$ cat src/rtl/reg_fifo.sv
// Small synchronous FIFO with registered read data and count-derived flags.
// Optional sticky overflow/underflow flag: define REG_FIFO_ERR_EN.
module reg_fifo #(
  parameter int WIDTH  = 8,
  parameter int DEPTH  = 4,
  parameter int ADDR_W = $clog2(DEPTH)
) (
  input  logic              clk,
  input  logic              rst_n,
  input  logic              wr_en,
  input  logic [WIDTH-1:0]  wr_data,
  input  logic              rd_en,
  output logic [WIDTH-1:0]  rd_data,
  output logic              rd_valid,
  output logic              full,
  output logic              empty,
  output logic [ADDR_W:0]   count,
  output logic              err
);

  localparam logic [ADDR_W:0] FULL_CNT = (ADDR_W+1)'(DEPTH);

  logic [WIDTH-1:0]  mem_q [DEPTH];
  logic [DEPTH-1:0]  entry_we;

  logic [ADDR_W-1:0] wr_ptr_q, wr_ptr_d;
  logic [ADDR_W-1:0] rd_ptr_q, rd_ptr_d;
  logic [ADDR_W:0]   count_q, count_d;
  logic              full_q, full_d;
  logic              empty_q, empty_d;
  logic [WIDTH-1:0]  rd_data_q, rd_data_d;
  logic              rd_valid_q, rd_valid_d;
  logic              wr_acc, rd_acc;

  // A full FIFO still accepts a write when a read frees the slot on the same edge.
  always_comb begin
    wr_acc = wr_en & (~full_q | rd_en);
    rd_acc = rd_en & ~empty_q;
  end

  always_comb begin
    entry_we = '0;
    for (int unsigned i = 0; i < DEPTH; i++) begin
      entry_we[i] = wr_acc && (wr_ptr_q == ADDR_W'(i));
    end
  end

  always_comb begin
    wr_ptr_d   = wr_acc ? wr_ptr_q + ADDR_W'(1) : wr_ptr_q;
    rd_ptr_d   = rd_acc ? rd_ptr_q + ADDR_W'(1) : rd_ptr_q;
    rd_data_d  = rd_acc ? mem_q[rd_ptr_q] : rd_data_q;
    rd_valid_d = rd_acc;
    count_d    = count_q;
    case ({wr_acc, rd_acc})
      2'b10:   count_d = count_q + (ADDR_W+1)'(1);
      2'b01:   count_d = count_q - (ADDR_W+1)'(1);
      default: count_d = count_q;
    endcase
    full_d  = (count_d == FULL_CNT);
    empty_d = (count_d == '0);
  end

  // Storage is deliberately left out of reset.
  for (genvar g = 0; g < DEPTH; g++) begin : g_entry
    always_ff @(posedge clk) begin
      if (entry_we[g]) mem_q[g] <= wr_data;
    end
  end

  always_ff @(posedge clk or negedge rst_n) begin
    if (!rst_n) begin
      wr_ptr_q   <= '0;
      rd_ptr_q   <= '0;
      count_q    <= '0;
      full_q     <= 1'b0;
      empty_q    <= 1'b1;
      rd_data_q  <= '0;
      rd_valid_q <= 1'b0;
    end else begin
      wr_ptr_q   <= wr_ptr_d;
      rd_ptr_q   <= rd_ptr_d;
      count_q    <= count_d;
      full_q     <= full_d;
      empty_q    <= empty_d;
      rd_data_q  <= rd_data_d;
      rd_valid_q <= rd_valid_d;
    end
  end

`ifdef REG_FIFO_ERR_EN
  logic err_q, err_d;

  always_comb begin
    err_d = err_q | (wr_en & full_q & ~rd_en) | (rd_en & empty_q);
  end

  always_ff @(posedge clk or negedge rst_n) begin
    if (!rst_n) err_q <= 1'b0;
    else        err_q <= err_d;
  end

  assign err = err_q;
`else
  assign err = 1'b0;
`endif

  assign rd_data  = rd_data_q;
  assign rd_valid = rd_valid_q;
  assign full     = full_q;
  assign empty    = empty_q;
  assign count    = count_q;

endmodule

$ cat config.mk
export PLATFORM = sky130hd
export DESIGN_NAME = reg_fifo
export DESIGN_NICKNAME = d
export VERILOG_FILES = /design/src/rtl/reg_fifo.sv
export SDC_FILE = /design/constraint.sdc
export NUM_CORES = 1
export LEC_CHECK = 0
export ABC_AREA = 0
export BUFFER_PORTS_ARGS = -buffer_cell sky130_fd_sc_hd__buf_2
export CORE_ASPECT_RATIO = 0.6
export CORE_MARGIN = 2
export CORE_UTILIZATION = 50
export DETAILED_ROUTE_END_ITERATION = 6
export PLACE_DENSITY = 0.74
export SLEW_MARGIN = 20
export SYNTH_ARGS = -nofsm -noshare
export SYNTH_HDL_FRONTEND = slang
export SYNTH_SLANG_ARGS = --single-unit
$ cat constraint.sdc
create_clock -name clk -period 2.2 [get_ports clk]
set_input_delay 0.11 -clock clk [delete_from_list [all_inputs] [get_ports clk]]
set_output_delay 0.11 -clock clk [all_outputs]
set_load 0.005 [all_outputs]
==> metrics <==
area of the core between 3000 and 4000 um2; starting utilization of the core area between 50 and 60%; CTS sink cnt 50; global-route met3 utilization under 10%; number of antenna repair diodes 0; total length of routed wires ~3400 um; wire length of the first global-routing pass 5390 um; internal power roughly 1.9 mW; type of the setup path with the least slack flop to flop; clock-pin slew of the registers on the worst-case setup and hold paths about 90 ps; WL/cell ~17 um; synthesized area per cell about 16 um2; post-placement cell area 2180 um2; vias in the first global route 1100; pin count of the biggest net entering global routing 19; logic gate share of total power about a third; port bufs 25; final hold violation count 0; DRT antenna net count 0; Highest Clock Rate between 0.4 and 0.5 GHz; post-detailed-placement half-perimeter wirelength approximately 2300 um; height of the die around 53 um; Die X 86.0 um; sequential-to-total area share from yosys stat 70.1%; fraction of layout instances using a drive strength above 1 between 20% and 30%; areal power density over the cells 1220 nW/um2; Clock Root Buffer sky130_fd_sc_hd__clkbuf_8; most common cell after layout, fill and taps aside sky130_fd_sc_hd__edfxtp_1; critical path fanouts, max 3; number of rows in the core area 17; Iteration-0 DRC Markers 106; number of placed I/O pins 27; setup clock skew after layout approximately 8.3 ps; clock network fraction of design power 18.1%; final number of setup-violating endpoints 0; endpoint of the worst-slack reg-to-reg timing path empty; switching pwr ~0.9 mW; status completed; count of yosys warnings during synthesis 0; number of cell instances on the worst register-to-register path 9; clock tree from TritonCTS built; Global Route met1 Usage a little over a fifth; start of the worst register-to-register path full; post-synthesis instance area between 2000 and 2500 um2; routed vias roughly 1100; vias per cell just over 5; overall power consumption between 2 and 3 mW; Reg power frac approximately 50%; Die ar. approximately 4600 um2; Bufs on Longest Clock Path 2; source-to-sink clock delay at the later pin of the worst-skew pair about 300 ps; count of cell types in the netlist 29; post-route minimum period about 2200 ps; required time of the critical path roughly 2400 ps; grt total ovfl 0; NumNets Final about 180; fillcell total about 270; Post-Layout Inst Area roughly 2300 um2; met2 Resource Use GR ~27%; Final Cycle Share between 90 and 100%; final number of max-transition violations 0; number of placed instances, taps included 196; kind of end point of the critical path flop; type of origin of the critical path flop; Critical Path Source full; max-cap violations 0; commonest cells after routing, fill and taps aside sky130_fd_sc_hd__edfxtp_1, sky130_fd_sc_hd__buf_2, sky130_fd_sc_hd__mux2i_1; detailed-router iteration count before antenna repair 4; busiest metal layer after global routing met2; register-to-register setup slack 20 ps; crit path to empty; number of instances in the synthesized netlist around 130; H-tree depth 2; HP Class primary input to flop; layout overhead on the synthesized area 14.3%; peak supply drop just under 0.0005 V; total leakage power 0.968 nW; number of storage elements in the synthesis netlist 50; final instance count without filler cells a little over 200; antenna violations before repair 0; proportion of total power due to net switching around a third; critical path arrival about 2400 ps; number of remaining DRC errors 0; number of clock buffers inserted by TritonCTS 5; combined global-route utilization of all metal layers approximately 17%; Post-Synthesis Net Count between 100 and 150; final total negative setup slack 0 ps; Placer Congestion between 0.7 and 0.8
## worst min path at each step
stage | from | end | slack, ps | cells after the start
floorplan | rst_n | count[0] | -190 | 0
global placement | rst_n | wr_ptr_q[0] | 70 | 1
detailed placement | rst_n | wr_ptr_q[0] | 80 | 1
CTS | wr_data[7] | mem_q[1][7] | 20 | 1
global route | wr_data[0] | mem_q[2][0] | 20 | 1
finish | wr_data[2] | mem_q[0][2] | 20 | 1
## sequential cells by signal, summed over array words and instances (netlist names)
name      cells
rd_data       8
mem_q        32
count         3
empty         1
rd_ptr_q      2
wr_ptr_q      2
rd_valid      1
full          1
## critical path, cell delays in order, from the launching register on
cell and delay (ps):
sky130_fd_sc_hd__dfrtp_1 350, sky130_fd_sc_hd__inv_1 40, sky130_fd_sc_hd__o21a_1 190, sky130_fd_sc_hd__inv_2 50
sky130_fd_sc_hd__ha_2 170, sky130_fd_sc_hd__inv_1 60, sky130_fd_sc_hd__fa_1 530, sky130_fd_sc_hd__nor2b_4 180
sky130_fd_sc_hd__or3b_4 400, sky130_fd_sc_hd__mux2i_1 140
## per-stage QoR
step / setup slack (ps) / util [%] / hold WS (ps)
after global routing: -77.7 / 61.2 / 15.4
after detailed placement: 12.9 / 58.0 / 81.6
final: 20.9 / 61.2 / 23.0
after floorplan: 36.3 / - / -186
after global placement: 104 / 58.0 / 71.4
after CTS: 13.4 / 60.6 / 15.6
## layout make-up
class / count / area [um2] / share of cell area (%)
clock inverter: 3 / 16.3 / 0.706
sequential: 50 / 1410 / 61.3
inverter: 8 / 30.0 / 1.30
tap: 47 / 58.8 / 2.55
timing repair buffer: 31 / 173 / 7.50
multi-input combinational: 63 / 544 / 23.6
clock buffer: 5 / 68.8 / 2.99
## synth_stat cells (all sizes together)
cell | instances | area share [%]
xnor2 | 3 | 1.3
nor3b | 1 | 0.37
xor2 | 2 | 1.2
mux2i | 18 | 8.9
buf | 5 | 1.9
a31oi | 1 | 0.31
edfxtp | 32 | 48
nor2b | 1 | 0.43
dfrtp | 17 | 21
conb | 1 | 0.19
mux2 | 1 | 0.56
o221ai | 8 | 3.8
o21a | 1 | 0.37
inv | 8 | 1.5
or3b | 1 | 0.43
dfstp | 1 | 1.3
fa | 1 | 0.99
ha | 5 | 3.1
and2 | 4 | 1.2
nand2b | 2 | 0.62
nor2 | 1 | 0.19
a21oi | 1 | 0.25
nand2 | 11 | 2.2
## timing repair
| item | CTS | global route |
|---|---|---|
| hold endpoints to repair | 17 | 0 |
| endpoints found under the setup margin | 2 | 2 |
| hold buffers | 1 | 0 |
| gates resized for setup | 1 | 3 |
| setup buffers | 0 | 2 |
## power groups by stage
stage          clock network, mW  registers [mW]  logic [mW]
2_1_floorplan                  0            1.42       0.602
3_3_place_gp                   0            1.41       0.828
3_5_place_dp                   0            1.43       0.864
4_1_cts                    0.520            1.41       0.871
5_1_grt                    0.560            1.43       0.995
6_report                   0.511            1.41       0.903
## logic make-up (layout without fill, tap and decap cells)
logic type / Yosys count / count (layout) / synth area share, %
other cells: 1 / 1 / 0.186
flops: 50 / 50 / 70.1
xor+xnor: 5 / 5 / 2.55
compound gates: 11 / 11 / 4.72
simple gates: 21 / 21 / 5.46
buf+inv: 13 / 47 / 3.41
mux: 19 / 19 / 9.50
fa+ha+maj: 6 / 6 / 4.10
## layer usage
metal | vias to the layer above | part of all wire [%]
met1 | 541 | 46
met4 | 0 | 0
met5 | - | 0
met3 | 0 | 3.3
met2 | 14 | 50
li1 | 519 | -
Power figures use the tool's default switching activity.
